===== src/rtl/counter_pkg.sv =====
// Shared types and constants for the counter family (modulo up-counter, reload down-counter).
package counter_pkg;

  typedef enum logic {CNT_IDLE, CNT_RUN} counter_state_t;

  localparam logic CNT_MODE_PERIODIC = 1'b0;
  localparam logic CNT_MODE_ONESHOT  = 1'b1;

  // Zero-detection implementation codes
  localparam int CNT_IMPL_CMP_CUR = 0;
  localparam int CNT_IMPL_CMP_NXT = 1;

endpackage


===== src/rtl/counter_down_reload.sv =====
// Loadable down-counter with terminal pulse; periodic reload or one-shot stop at zero.
module counter_down_reload
  import counter_pkg::*;
#(
  parameter int WIDTH          = 32,
  parameter int IMPLEMENTATION = 0
) (
  input  logic             clk,
  input  logic             rst,
  input  logic             clr,
  input  logic             ld,
  input  logic             mode,
  input  logic             ena,
  input  logic [WIDTH-1:0] max,
  output logic [WIDTH-1:0] cnt,
  output logic             pls,
  output logic             bsy
);

  counter_state_t   state_q, state_d;
  logic [WIDTH-1:0] cnt_q, cnt_d;
  logic             zero;

  always_ff @(posedge clk or posedge rst) begin
    if (rst) begin
      state_q <= CNT_IDLE;
      cnt_q   <= '0;
    end else begin
      state_q <= state_d;
      cnt_q   <= cnt_d;
    end
  end

  always_comb begin
    state_d = state_q;
    cnt_d   = cnt_q;
    pls     = 1'b0;
    if (clr) begin
      state_d = CNT_IDLE;
      cnt_d   = '0;
    end else if (ld) begin
      state_d = CNT_RUN;
      cnt_d   = max;
    end else if (state_q == CNT_RUN && ena) begin
      if (zero) begin
        pls = 1'b1;
        if (mode == CNT_MODE_PERIODIC) begin
          cnt_d = max;
        end else begin
          state_d = CNT_IDLE;
          cnt_d   = '0;
        end
      end else begin
        cnt_d = cnt_q - WIDTH'(1);
      end
    end
  end

  generate
    case (IMPLEMENTATION)
      CNT_IMPL_CMP_CUR: begin : g_cmp_cur
        assign zero = (cnt_q == '0);
      end
      CNT_IMPL_CMP_NXT: begin : g_cmp_nxt
        // Comparing cnt_d covers every event: clr/stop -> 1, ld/reload -> max==0,
        // decrement -> cnt==1, hold -> unchanged. Keeps the compare off the pls path.
        logic zero_q, zero_d;
        assign zero_d = (cnt_d == '0);
        always_ff @(posedge clk or posedge rst) begin
          if (rst) zero_q <= 1'b1;
          else     zero_q <= zero_d;
        end
        assign zero = zero_q;
      end
      default: begin : g_bad_impl
        $fatal(1, "counter_down_reload: unsupported IMPLEMENTATION %0d", IMPLEMENTATION);
        assign zero = 1'b0;
      end
    endcase
  endgenerate

  assign cnt = cnt_q;
  assign bsy = (state_q == CNT_RUN);

endmodule


===== config.mk =====
export PLATFORM = sky130hd
export DESIGN_NAME = counter_down_reload
export DESIGN_NICKNAME = d
export VERILOG_FILES = /design/src/rtl/counter_pkg.sv /design/src/rtl/counter_down_reload.sv
export SDC_FILE = /design/constraint.sdc
export NUM_CORES = 1
export LEC_CHECK = 0
export CORE_AREA = 4 4 67 99
export DETAILED_ROUTE_END_ITERATION = 16
export DIE_AREA = 0 0 71 103
export PLACE_DENSITY_LB_ADDON = 0.2
export SLEW_MARGIN = 30
export SYNTH_ARGS = -nofsm -noshare
export SYNTH_HDL_FRONTEND = slang
export SYNTH_SLANG_ARGS = --single-unit

===== constraint.sdc =====
create_clock -name clk -period 2.2 [get_ports clk]
set_input_delay 0.44 -clock clk [delete_from_list [all_inputs] [get_ports clk]]
set_output_delay 0.44 -clock clk [all_outputs]
set_load 0.02 [all_outputs]

# == Yosys cells after proc, flatten, opt, wreduce, memory -nomap -nowiden ==
# Index checks and enable logic that the tools add are counted.
# classes
n_addsub,1
mux,14
reduce_logical,6
# ops
cell,count
$mux 32,5
$logic_not 32->1,1
$sub 32x1->32 const B,1
$mux 1,9
$reduce_bool 3->1,3
$reduce_and 3->1,1
$logic_and 1x1->1,1
# word_totals
reg_bits,33

# == Depth between registers and ports, before layout ==
# Gate-level depths: netlist (run 1).
# depth
depth_word,5
mapped_depth,9

# == Worst setup path after synthesis (run 1) ==
# Ideal clock, no wire load.
# synth_path
kind,register to output
startpoint,register cnt_q[4] (netlist: cnt[4])
endpoint,output pls
arrival_ps,2315
path_slack_ps,-555
path_stages_with_launch,8
n_path_buf,3
cell_sequence,dfrtp_1 > buf_6 > or4_4 > buf_6 > nor4_4 > nand3_1 > clkbuf_1 > nor2_1
# synth_via
elab_chain_cells,5
# synth_lines
element,line,source
from (decl),counter_down_reload.sv:21,"logic [WIDTH-1:0] cnt_q, cnt_d;"
from (signal assigned),counter_down_reload.sv:30,cnt_q <= cnt_d;
$logic_not 32->1,counter_down_reload.sv:62,assign zero = (cnt_q == '0);
$mux 1,counter_down_reload.sv:45,if (zero) begin
$mux 1,counter_down_reload.sv:44,end else if (state_q == CNT_RUN && ena) begin
$mux 1,counter_down_reload.sv:41,end else if (ld) begin
$mux 1,counter_down_reload.sv:38,if (clr) begin
to (decl),counter_down_reload.sv:16,"output logic pls,"
# Every way passes these cells.

# == Final worst setup path (run 1) ==
# layout_path
startpoint,register cnt_q[9] (netlist: cnt[9])
endpoint,output pls
# Same word-level chain as after synthesis.

==> impl_metrics.env, run 1 <==
export IMPL_status="finished with violations"
export IMPL_failed_checks="setup timing"
export IMPL_insertedDiodeCount=0
export IMPL_grtUsageTotal=0.2749
export IMPL_grt_overflow_total=0
export IMPL_tightest_slew_ns=0.7420
export IMPL_chipWidth_microns=71
export IMPL_pwr_share_comb=0.452
export IMPL_yosys_warnings=0
export IMPL_final_setup_tns_ns=-0.1756
export IMPL_fin_util=0.7513
export IMPL_whs_ns=0.5349
export IMPL_endpoint_kind="output pin"
export IMPL_syn_inst=277
export IMPL_die_area_sq_mm=0.007313
export IMPL_cts_sinks=33
export IMPL_drv_slew=0
export IMPL_grt_setup_unrepaired="true"
export IMPL_antenna_found_initial=0
export IMPL_fillers=432
export IMPL_intPower_uw=1436
export IMPL_finalCritPeriodShare=1.050
export IMPL_coreArea_sq_mm=0.005786
export IMPL_cts_root_buf="clkbuf_8"
export IMPL_crit_type="register to output pin"
export IMPL_dr_pass1_iters=5
export IMPL_vias=3129
export IMPL_fin_ws_ns=-0.1108
export IMPL_netlist_top_cells_count="dfrtp_1, nand3_1, clkbuf_1, nor2_1"
export IMPL_timing_fmax_mhz=432.8
export IMPL_cp_slowest_stage_delay_ns=0.53
export IMPL_fin_area_sq_mm=0.004347
export IMPL_syn_num_nets=317
export IMPL_power_leakage_uw=0.001861
export IMPL_crit_chain="or4_4, nor4_4, nand3_2, nor2_4, buf_6"
export IMPL_finalHoldViolations=0
export IMPL_r2r_end="cnt[17]$_DFFE_PP0P_"
export IMPL_cts_htree_levels=2
export IMPL_cts_buffers=5
export IMPL_synthMuxAreaShare=0.004149
export IMPL_grt_pass1_wl_mm=15.57
export IMPL_hold_path_class="input port to asynchronous set/reset pin"
export IMPL_slew_headroom=0.5026
export IMPL_layout_nets=475
export IMPL_placed_area_sq_mm=0.003776
export IMPL_cts_tree="built"
export IMPL_ys_seq_elements=33
export IMPL_grt_pass1_vias=3118
export IMPL_antenna_left=0
export IMPL_syn_avg_cell_area_sq_um=8.709
export IMPL_r2r_slack_ns=-0.04
export IMPL_pwr_share_clk=0.238
export IMPL_worstSkewPairLatency_ns=0.30
export IMPL_clk_pin_slew_worst_paths_ns=0.08
export IMPL_sequentialPowerShare=0.310
export IMPL_numPortBuffers=71
export IMPL_switching_share=0.3477
export IMPL_drt_iter0_drc=288
export IMPL_fin_skew_ns=0.01068
export IMPL_ir_drop_uv=481.6
export IMPL_synth_compound_area_frac=0.2178
export IMPL_die_h_microns=103
export IMPL_synth_top_area_frac=0.3423
export IMPL_start_util=0.4170
export IMPL_layout_drive_gt1_share=0.3739
export IMPL_rows=34
export IMPL_syn_to_final_growth_pct=80.19
export IMPL_synthDistinctLibCells=57
export IMPL_synth_top_family_by_area="simple AND/OR/NAND/NOR gates"
export IMPL_ys_seq_area_frac=0.3423
export IMPL_min_period_ns=2.311
export IMPL_yosys_area_share_simple=0.3003
export IMPL_r2r_cells=8
export IMPL_crit_path_max_fanout=2
export IMPL_drc=0
export IMPL_dp_hpwl_mm=6.912
export IMPL_io_pin_count=72
export IMPL_cts_buffer_depth=2
export IMPL_routed_wl_mm=10.40
export IMPL_crit_arrival_ns=1.87
export IMPL_setup_viol=5
export IMPL_synth_main_ff_cell="dfrtp_1"
export IMPL_critPathSlowestCell="or4_4"
export IMPL_r2r_start="cnt[1]$_DFFE_PP0P_"
export IMPL_critPathLaunchType="register"
export IMPL_synth_edff_count=0
export IMPL_synth_area_leader_cell="dfrtp_1"
export IMPL_synthTopCellsByArea="dfrtp_1, a221o_1, nand3_1"
export IMPL_drv_cap=0
export IMPL_synth_async_reset_ratio=1.000
export IMPL_grt_start_max_net_pins=34
export IMPL_yosys_area_share_adder=0.01037
export IMPL_detail_route_vias_per_cell=6.159
export IMPL_p_per_area_mw_per_mm2=506.6
export IMPL_syn_cell_area_sq_mm=0.002412
export IMPL_place_congestion=0.9207
export IMPL_yosys_area_share_xor_xnor=0.06898
export IMPL_startpoint="cnt[9]$_DFFE_PP0P_"
export IMPL_wl_per_cell_microns=20.48
export IMPL_switchingPower_uw=765.6
export IMPL_yosysMostFrequentCell="dfrtp_1"
export IMPL_cp_required_ns=1.76
## routing by layer
| layer | vias up | GRT usage | part of all wire |
|---|---|---|---|
| li1 | 1404 | - | - |
| met1 | 1528 | 0.3198 | 0.39 |
| met2 | 159 | 0.4896 | 0.52 |
| met3 | 38 | 0.03317 | 0.058 |
| met4 | 0 | 0.1491 | 0.037 |
| met5 | - | 0 | 0 |
## cells in the final DEF (no fill, tap or decap), types with 3 or more instances in the layout
master           synthesis  layout
buf_4                    1      88
clkdlybuf4s50_1          0      70
dfrtp_1                 33      26
nand3_1                 20      16
nor2_1                  18      15
nand4_1                 14      14
a22oi_1                 13      13
buf_6                    3      12
nor3_1                  14      11
nand2_1                 11      11
a221o_1                 10      10
xnor2_1                 10      10
xor2_1                   9       9
a21oi_1                  9       7
clkbuf_8                 0       7
dfrtp_2                  0       7
o21ai_0                 11       6
or4_4                    1       5
and3_1                   5       5
inv_1                    7       5
nor4_4                   1       4
nor4_1                  10       4
o21ai_1                  0       4
nor4_2                   0       3
or3_1                    5       3
a22o_1                   3       3
o311a_1                  3       3
a211o_1                  3       3
nand3_2                  0       3
## worst max-delay path: cells and delay by family (launching register included)
kind | cells | cell delay [ns]
buffers and inverters | 1 | 0.12
flip-flops | 1 | 0.40
AND/OR/NAND/NOR | 4 | 1.05
## through the flow
stage | setup WS (ns) | cells | power [uW]
finish | -0.1108 | 508 | 2202
global route | -0.2093 | 508 | 2292
CTS | -0.1171 | 498 | 2096
detailed placement | -0.3166 | 477 | 1501
global placement | -0.3032 | 477 | 1491
floorplan | -0.1836 | 277 | 1091
## layout make-up
class | count | area, sq um | share of cell area
clock inverters | 1 | 5.005 | 0.001151
flip-flops and latches | 33 | 834.6 | 0.1920
clock buffers | 7 | 96.34 | 0.02216
repair buffers | 173 | 1564 | 0.3598
inverters | 7 | 31.28 | 0.007196
well taps | 72 | 90.09 | 0.02073
multi-input cells | 215 | 1725 | 0.3969
## repair_timing
action | in CTS | in global routing
hold buffers | 0 | 0
cloned | 1 | 0
buffers inserted | 12 | 14
gates resized for setup | 35 | 33
setup endpoints to repair | 20 | 31
pin swaps | 21 | 32
## flip-flops by register name, indices dropped and copies added, names as in the netlist
name,flops
bsy,1
cnt,32
## worst max-delay path by stage
stage	cells past startpoint	endpoint	slack, ns
after detailed placement	5	pls	-0.32
after floorplan	6	pls	-0.18
after CTS	5	pls	-0.12
after global routing	5	pls	-0.21
final	5	pls	-0.11
after global placement	5	pls	-0.30
## cells by family after synthesis
group / Yosys count
compound gates: 69
buf+inv: 29
xor+xnor: 19
simple gates: 124
fa+ha+maj: 2
mux: 1
flops: 33
## power by group through the flow
stage,clock [uW],sequential (uW),combinational [uW]
after floorplan,0,762,328
after global placement,0,685,806
after detailed placement,0,688,813
after CTS,516,678,903
after global routing,556,684,1050
final,525,682,995
Power figures use the tool's default switching activity.
==> run 2: changes to the inputs <==
--- a/config.mk
+++ b/config.mk
@@ -6,6 +6,7 @@
 export NUM_CORES = 1
 export LEC_CHECK = 0
 export CORE_AREA = 4 4 67 99
+export CTS_CLUSTER_DIAMETER = 120
 export DETAILED_ROUTE_END_ITERATION = 16
 export DIE_AREA = 0 0 71 103
 export PLACE_DENSITY_LB_ADDON = 0.2
==> results of run 2 <==
No change in the layout: final DEF, timing and power equal those of run 1.
==> run 3: changes to the inputs <==
--- a/config.mk
+++ b/config.mk
@@ -5,10 +5,11 @@
 export SDC_FILE = /design/constraint.sdc
 export NUM_CORES = 1
 export LEC_CHECK = 0
-export CORE_AREA = 4 4 67 99
+export CORE_AREA = 4 4 60 89
 export CTS_CLUSTER_DIAMETER = 120
 export DETAILED_ROUTE_END_ITERATION = 16
-export DIE_AREA = 0 0 71 103
+export DIE_AREA = 0 0 64 93
+export DONT_BUFFER_PORTS = 1
 export PLACE_DENSITY_LB_ADDON = 0.2
 export SLEW_MARGIN = 30
 export SYNTH_ARGS = -nofsm -noshare
==> run 3 against run 2 <==
Effect of this change:
- the run still ends with setup timing left
- via count down 12%
- first-iteration DRC count up 4.2%
- register-to-register slack worse by 0.06 ns
- highest routed layer unchanged
==> impl_metrics.env, run 3 (synthesized netlist as in run 1, its figures left out) <==
export IMPL_detail_route_vias_per_cell=6.695
export IMPL_final_common_cell="buf_4"
export IMPL_grt_overflow_total=0
export IMPL_grt_pass1_wl_mm=14.57
export IMPL_timing_fmax_mhz=430.8
export IMPL_min_period_ns=2.321
export IMPL_drv_cap=0
export IMPL_finalHoldViolations=0
export IMPL_clk_pin_slew_worst_paths_ns=0.08
export IMPL_dp_hpwl_mm=6.376
export IMPL_layout_nets=385
export IMPL_whs_ns=0.1235
export IMPL_fin_util=0.7256
export IMPL_cts_sinks=33
export IMPL_crit_type="register to output pin"
export IMPL_drt_iter0_drc=300
export IMPL_insertedDiodeCount=0
export IMPL_power_leakage_uw=0.001454
export IMPL_dr_pass1_iters=5
export IMPL_failed_checks="setup timing"
export IMPL_worstSkewPairLatency_ns=0.30
export IMPL_crit_path_max_fanout=2
export IMPL_final_setup_tns_ns=-0.9085
export IMPL_antenna_left=0
export IMPL_cts_buffers=5
export IMPL_fin_ws_ns=-0.1212
export IMPL_cp_required_ns=1.76
export IMPL_cts_root_buf="clkbuf_8"
export IMPL_power_uw=2014
export IMPL_vias=2745
export IMPL_cts_htree_levels=2
export IMPL_coreArea_sq_mm=0.004542
export IMPL_rows=30
export IMPL_grt_start_max_net_pins=34
export IMPL_layout_drive_gt1_share=0.3699
export IMPL_endpoint_kind="output pin"
export IMPL_cts_hold_buffers=0
export IMPL_critPathLaunchType="register"
export IMPL_grt_setup_unrepaired="true"
export IMPL_setup_viol=20
export IMPL_drv_slew=0
export IMPL_drc=0
export IMPL_antenna_found_initial=0
export IMPL_hold_path_class="input port to asynchronous set/reset pin"
export IMPL_largest_reg_flops=32
export IMPL_chipWidth_microns=64
export IMPL_place_congestion=0.9049
export IMPL_grtUsageTotal=0.3142
export IMPL_mostFrequentLayoutCells="buf_4, dfrtp_1, nor2_1, nand3_1, nand4_1"
export IMPL_fin_cells=410
export IMPL_numPortBuffers=0
export IMPL_placed_cells=392
export IMPL_finalCritPeriodShare=1.055
export IMPL_routed_wl_mm=9.144
export IMPL_crit_arrival_ns=1.88
export IMPL_ir_drop_uv=480.1
export IMPL_die_h_microns=93
export IMPL_p_per_area_mw_per_mm2=611.2
export IMPL_cts_tree="built"
export IMPL_tightest_slew_ns=0.7518
export IMPL_fin_skew_ns=0.006788
export IMPL_wl_per_cell_microns=22.30
export IMPL_slew_headroom=0.4971
export IMPL_die_area_sq_mm=0.005952
export IMPL_grt_pass1_vias=2848
export IMPL_io_pin_count=72
export IMPL_syn_to_final_growth_pct=36.62
export IMPL_status="finished with violations"
export IMPL_cts_buffer_depth=2
export IMPL_start_util=0.5311
[run 3: report_power, final]
part | switching, uW | leakage [uW] | internal (uW)
clock network | 243 | 0.0000585 | 370
logic | 395 | 0.000969 | 311
registers | 47.8 | 0.000427 | 648
total | 686 | 0.00145 | 1330
[run 3: path summary, 6_finish.rpt]
kind | from | endpoint | slack, ns | cells after the start
setup / recovery | cnt[5]$_DFFE_PP0P_ | pls | -0.12 | 4
hold / removal | rst | cnt[29]$_DFFE_PP0P_ | 0.12 | 2
setup reg to reg | cnt[5]$_DFFE_PP0P_ | cnt[31]$_DFFE_PP0P_ | -0.10 | 7
hold reg to reg | cnt[0]$_DFFE_PP0P_ | cnt[0]$_DFFE_PP0P_ | 0.59 | 3
max in group asynchronous | rst | cnt[9]$_DFFE_PP0P_ | 1.72 | 2
min in group clk | max[15] | cnt[15]$_DFFE_PP0P_ | 0.26 | 1
[run 3: cell type report]
cell class                 instances  area, sq um
tap                               64        80.08
multi-input combinational        215         1588
inverter                           7        26.28
fill                             352         1246
timing repair buffer              83        650.6
clock inverter                     1        30.03
sequential                        33        834.6
clock buffer                       7        86.33
[run 3: metrics by stage]
| step | setup slack [ns] | instance area [sq um] |
|---|---|---|
| final | -0.1212 | 3296 |
| after global routing | -0.2023 | 3296 |
| after CTS | -0.09383 | 3274 |
| after detailed placement | -0.03721 | 3004 |
| after global placement | 0.0003488 | 2998 |
| after floorplan | -0.1836 | 2491 |
[run 3: worst max-delay path: stages (launching register included)]
cell and delay [ns]:
dfrtp_2 0.40, or4_4 0.57, nor4_4 0.28, nand3_2 0.15, nor2_4 0.18
[run 3: timing repair]
item,in CTS,in global routing
gates resized for setup,14,17
pin swaps,9,9
endpoints found under the setup margin,9,23
cloned,1,0
buffers inserted,8,4
[run 3: layer usage]
layer  GRT usage  part of all wire
met1      0.3568              0.36
met2      0.5548              0.53
met3     0.07452             0.084
met4      0.1297             0.027
met5           0                 0
